`src/rtl/pte_mem_responder.sv`:
```
// PTE memory responder: range-checks single-word PTE reads/writebacks from the
// page walker and issues them to DRAM over a req/ack/rvalid handshake.
module pte_mem_responder #(
    parameter logic [31:0] MEM_BASE = 32'h0000_0000,
    parameter logic [31:0] MEM_SIZE = 32'h0800_0000,
    parameter int unsigned TIMEOUT  = 255
) (
    input  logic        CLK,
    input  logic        RST_X,
    input  logic        i_req,
    input  logic        i_we,
    input  logic [31:0] i_addr,
    input  logic [31:0] i_wdata,
    output logic        o_busy,
    output logic        o_done,
    output logic        o_fault,
    output logic [31:0] o_rdata,
    output logic        o_dram_req,
    output logic        o_dram_we,
    output logic [31:0] o_dram_addr,
    output logic [31:0] o_dram_wdata,
    input  logic        i_dram_ack,
    input  logic        i_dram_rvalid,
    input  logic [31:0] i_dram_rdata,
    output logic [1:0]  o_dbg_state
);

    // Handshake: o_dram_req is held with stable we/addr/wdata until the cycle
    // i_dram_ack is high; read data is taken on i_dram_rvalid in that same
    // cycle or any later WAIT cycle, never after the transaction has ended.
    typedef enum logic [1:0] {
        S_IDLE = 2'd0,
        S_REQ  = 2'd1,
        S_WAIT = 2'd2,
        S_RESP = 2'd3
    } state_t;

    localparam logic [15:0] LP_LAST = 16'(TIMEOUT - 1);

    state_t      r_state;
    logic        r_fault;
    logic [31:0] r_rdata;
    logic [15:0] r_cnt;
    logic        r_we;
    logic [31:0] r_addr;
    logic [31:0] r_wdata;

    state_t      w_next;
    logic        w_fault_nxt;
    logic [31:0] w_rdata_nxt;
    logic [15:0] w_cnt_nxt;
    logic        w_accept;
    logic        w_legal;
    logic        w_last;

    assign w_accept = i_req && ((r_state == S_IDLE) || (r_state == S_RESP));
    // 33-bit compare so a window ending exactly at 2^32 does not wrap to zero
    assign w_legal  = (i_addr[1:0] == 2'b00)
                   && ({1'b0, i_addr} >= {1'b0, MEM_BASE})
                   && ({1'b0, i_addr} <  ({1'b0, MEM_BASE} + {1'b0, MEM_SIZE}));
    assign w_last   = (r_cnt == LP_LAST);

    always_comb begin
        w_next      = r_state;
        w_fault_nxt = 1'b0;
        w_rdata_nxt = r_rdata;
        w_cnt_nxt   = r_cnt;
        case (r_state)
            S_IDLE, S_RESP: begin
                w_next = S_IDLE;
                if (w_accept) begin
                    w_cnt_nxt = 16'd0;
                    if (w_legal) begin
                        w_next = S_REQ;
                    end else begin
                        w_next      = S_RESP;
                        w_fault_nxt = 1'b1;
                        if (!i_we) w_rdata_nxt = 32'd0;
                    end
                end
            end
            S_REQ: begin
                w_cnt_nxt = r_cnt + 16'd1;
                if (i_dram_ack && r_we) begin
                    w_next = S_RESP;
                end else if (i_dram_ack && i_dram_rvalid) begin
                    w_next      = S_RESP;
                    w_rdata_nxt = i_dram_rdata;
                end else if (w_last) begin
                    w_next      = S_RESP;
                    w_fault_nxt = 1'b1;
                    if (!r_we) w_rdata_nxt = 32'd0;
                end else if (i_dram_ack) begin
                    w_next = S_WAIT;
                end
            end
            S_WAIT: begin
                w_cnt_nxt = r_cnt + 16'd1;
                if (i_dram_rvalid) begin
                    w_next      = S_RESP;
                    w_rdata_nxt = i_dram_rdata;
                end else if (w_last) begin
                    w_next      = S_RESP;
                    w_fault_nxt = 1'b1;
                    w_rdata_nxt = 32'd0;
                end
            end
            default: w_next = S_IDLE;
        endcase
    end

    always_ff @(posedge CLK) begin
        if (!RST_X) begin
            r_state <= S_IDLE;
            r_fault <= 1'b0;
            r_rdata <= 32'd0;
            r_cnt   <= 16'd0;
            r_we    <= 1'b0;
            r_addr  <= 32'd0;
            r_wdata <= 32'd0;
        end else begin
            r_state <= w_next;
            r_fault <= w_fault_nxt;
            r_rdata <= w_rdata_nxt;
            r_cnt   <= w_cnt_nxt;
            if (w_accept) begin
                r_we    <= i_we;
                r_addr  <= {i_addr[31:2], 2'b00};
                r_wdata <= i_wdata;
            end
        end
    end

    assign o_busy       = (r_state == S_REQ) || (r_state == S_WAIT);
    assign o_done       = (r_state == S_RESP);
    assign o_fault      = r_fault;
    assign o_rdata      = r_rdata;
    assign o_dram_req   = (r_state == S_REQ);
    assign o_dram_we    = r_we;
    assign o_dram_addr  = r_addr;
    assign o_dram_wdata = r_wdata;
    assign o_dbg_state  = r_state;

endmodule

```
`config.mk`:
```
export PLATFORM = sky130hd
export DESIGN_NAME = pte_mem_responder
export DESIGN_NICKNAME = d
export VERILOG_FILES = /design/src/rtl/pte_mem_responder.sv
export SDC_FILE = /design/constraint.sdc
export NUM_CORES = 1
export LEC_CHECK = 0
export BUFFER_PORTS_ARGS = -buffer_cell sky130_fd_sc_hd__buf_4
export CORE_ASPECT_RATIO = 1.1
export CORE_MARGIN = 5
export CORE_UTILIZATION = 51
export DETAILED_ROUTE_END_ITERATION = 12
export GPL_ROUTABILITY_DRIVEN = 0
export PLACE_DENSITY = 0.85
export SLEW_MARGIN = 20
export SYNTH_ARGS = -nofsm -noshare
export SYNTH_HDL_FRONTEND = slang
export SYNTH_SLANG_ARGS = --single-unit
```
`constraint.sdc`:
```
create_clock -name CLK -period 4.4 [get_ports CLK]
set_input_delay 0.88 -clock CLK [delete_from_list [all_inputs] [get_ports CLK]]
set_output_delay 0.88 -clock CLK [all_outputs]
set_load 0.01 [all_outputs]
```
==> impl_metrics.env <==
export IMPL_synthArstFlopShare=0
export IMPL_grt_pass1_vias=4461
export IMPL_nNetsFinal=844
export IMPL_r2r_end="o_rdata[19]"
export IMPL_rsz0062_at_grt="no"
export IMPL_clockRootBuffer="clkbuf_8"
export IMPL_syn_to_final_growth_pct=45.1
export IMPL_synth_edff_count=0
export IMPL_fin_tns_setup_ns=0
export IMPL_die_width_um=102
export IMPL_drv_slew=0
export IMPL_grt_max_degree=78
export IMPL_synth_cell_types=44
export IMPL_wire_per_inst_um=15.5
export IMPL_placementRows=36
export IMPL_startpoint_type="flop"
export IMPL_grt_overflow_total=0
export IMPL_clk_latency_ns=0.52
export IMPL_min_period_ns=2.76
export IMPL_tightestPinTransition_ns=0.800
export IMPL_drt_total_wl_um=13400
export IMPL_fp_coreArea_um2=8960
export IMPL_first_iter_violations=316
export IMPL_fin_worst_skew_ns=0.0107
export IMPL_r2r_slack_ns=1.83
export IMPL_tritoncts="built"
export IMPL_cp_end_kind="primary output"
export IMPL_clockBufferDepth=2
export IMPL_syn_area_per_cell_um2=8.62
export IMPL_reg2reg_depth=7
export IMPL_switching_share=0.311
export IMPL_syn_area_um2=4730
export IMPL_viasPerCell=5.25
export IMPL_ys_seq_area_frac=0.482
export IMPL_cts_sinks=114
export IMPL_status="finished clean"
export IMPL_drt_pre_antenna_iters=5
export IMPL_vias=4535
export IMPL_grt_total_usage=0.238
export IMPL_power_frac_comb=0.300
export IMPL_die_area_um2=11300
export IMPL_fmax_mhz=362
export IMPL_start_util=0.528
export IMPL_power_density_nw_per_um2=563
export IMPL_final_antenna_net_count=0
export IMPL_met1_usage=0.274
export IMPL_intPower_w=0.00266
export IMPL_seqPwrFrac=0.328
export IMPL_cts_hold_fix_buffers=0
export IMPL_holdCritStartpoint="o_rdata[4]"
export IMPL_crit_required_ns=3.52
export IMPL_clkTransAtPathRegs_ns=0.05
export IMPL_fill_cells=585
export IMPL_finalHoldViolCount=0
export IMPL_grt_first_pass_wirelength_um=21300
export IMPL_synth_seq_cells=114
export IMPL_drive_gt1_frac=0.320
export IMPL_maxCapViolCount=0
export IMPL_n_antenna_cell=0
export IMPL_hp_class="flop to flop"
export IMPL_grtUsageMet2=0.377
export IMPL_yosys_warnings=0
export IMPL_switchingPower_w=0.00120
export IMPL_io_buffer_count=202
export IMPL_syn_inst=549
export IMPL_whs_path_depth=2
export IMPL_dpl_hpwl_um=9350
export IMPL_antenna_found_initial=0
export IMPL_die_h_um=111
export IMPL_maxSlewHeadroom=0.465
export IMPL_final_util=0.766
export IMPL_path_class="flop to primary output"
export IMPL_pwr_share_clk=0.372
export IMPL_ir_worst_vdd_mv=0.367
export IMPL_io_pins=205
export IMPL_postCtsResizedCells=0
export IMPL_ys_flop_type="dfxtp_1"
export IMPL_grt_util_met3=0.106
export IMPL_cts_setup_buffers=0
export IMPL_arrival_ns=1.88
export IMPL_cts_buffers=17
export IMPL_power_leakage_nw=3.06
export IMPL_setup_viol=0
export IMPL_r2r_start="r_cnt[0]"
export IMPL_drc=0
export IMPL_ctsHtreeMaxLevel=4
export IMPL_hold_end="o_rdata[4]"
export IMPL_post_route_period_util=0.628
export IMPL_cp_max_fo=15
export IMPL_top_usage_layer="met2"
==> critical path, cell delays in order, from the launching register on <==
cell	delay [ns]
dfxtp_1	0.39
inv_1	0.06
ha_1	0.54
inv_1	0.18
buf_4	0.19
==> routing by layer <==
metal | vias up | share of wire
met3 | 18 | 0.12
met1 | 2114 | 0.39
met2 | 201 | 0.48
li1 | 2202 | -
met4 | 0 | 0.018
met5 | - | 0
==> layout make-up <==
class	instances	area (um2)	share of cell area
clock buffer	24	480	0.0700
clock inverter	8	149	0.0217
inverter	6	22.5	0.00328
multi-input combinational	392	2240	0.327
sequential	114	2280	0.332
tap	114	143	0.0208
timing repair buffer	206	1550	0.225
==> worst max-delay path by stage <==
stage | to | cells after the start | from
floorplan | o_rdata[0] | 7 | r_cnt[0]
global placement | o_rdata[1] | 7 | r_cnt[0]
detailed placement | o_rdata[6] | 7 | r_cnt[0]
CTS | o_busy | 4 | o_dbg_state[0]
global route | o_busy | 4 | o_dbg_state[0]
finish | o_busy | 4 | o_dbg_state[0]
==> cells in the mapped netlist (all sizes together) (2+ instances only) <==
library cell / number / share of area
mux2i: 37 / 0.078
buf: 6 / 0.017
nor2: 6 / 0.0048
nand4: 4 / 0.0053
nand2b: 5 / 0.0066
o21ai: 3 / 0.0032
clkbuf: 32 / 0.025
nand2: 203 / 0.16
nor2b: 2 / 0.0026
nand3: 9 / 0.0095
o311ai: 4 / 0.0074
and2: 5 / 0.0066
and3: 3 / 0.0040
dfxtp: 114 / 0.48
nor3: 2 / 0.0021
o211ai: 3 / 0.0048
a21boi: 70 / 0.11
a21oi: 3 / 0.0032
o22ai: 2 / 0.0026
ha: 5 / 0.013
and3b: 2 / 0.0037
inv: 6 / 0.0048
or4: 5 / 0.0087
or3: 3 / 0.0040
==> cells by family (layout without fill, tap and decap cells) <==
logic type	Yosys count	in the layout	synth area share
fa+ha+maj	5	5	0.0132
simple gates	255	255	0.230
buf+inv	44	244	0.0468
flops	114	114	0.482
mux	37	37	0.0782
other cells	1	2	0.000792
xor+xnor	1	1	0.00185
compound gates	92	92	0.147
==> metrics by stage <==
step	worst slack, ns	power (W)	instances	area [um2]	hold WS, ns
after floorplan	2.18	0.00207	550	4740	0.453
final	1.64	0.00387	864	6870	0.457
after CTS	1.62	0.00389	864	6870	0.458
after global routing	1.51	0.00407	864	6870	0.483
after global placement	1.96	0.00241	832	6240	0.442
after detailed placement	1.84	0.00245	832	6240	0.450
==> flip-flops by register name (all words and copies together), names as in the netlist <==
signal / count
o_dbg_state: 2
o_dram_addr: 30
o_dram_wdata: 32
o_dram_we: 1
o_fault: 1
o_rdata: 32
r_cnt: 16
==> power groups by stage <==
stage               Combinational [W]  Sequential, W  Clock [W]
floorplan                    0.000729        0.00134          0
global placement              0.00113        0.00128          0
detailed placement            0.00116        0.00129          0
CTS                           0.00117        0.00127    0.00146
global route                  0.00127        0.00129    0.00151
finish                        0.00116        0.00127    0.00144
==> cells in the final DEF, fill, tap and decap left out, drive strengths merged, types with 4 or more instances in the layout <==
| master | count |
|---|---|
| a21boi | 70 |
| mux2i | 37 |
| inv | 6 |
| nand2b | 5 |
| or4 | 5 |
| nand4 | 4 |
| and2 | 5 |
| o311ai | 4 |
| buf | 206 |
| bufinv | 4 |
| ha | 5 |
| clkbuf | 24 |
| dfxtp | 114 |
| nor2 | 6 |
| nand3 | 9 |
| nand2 | 203 |
(Power assumes the default switching activity.)
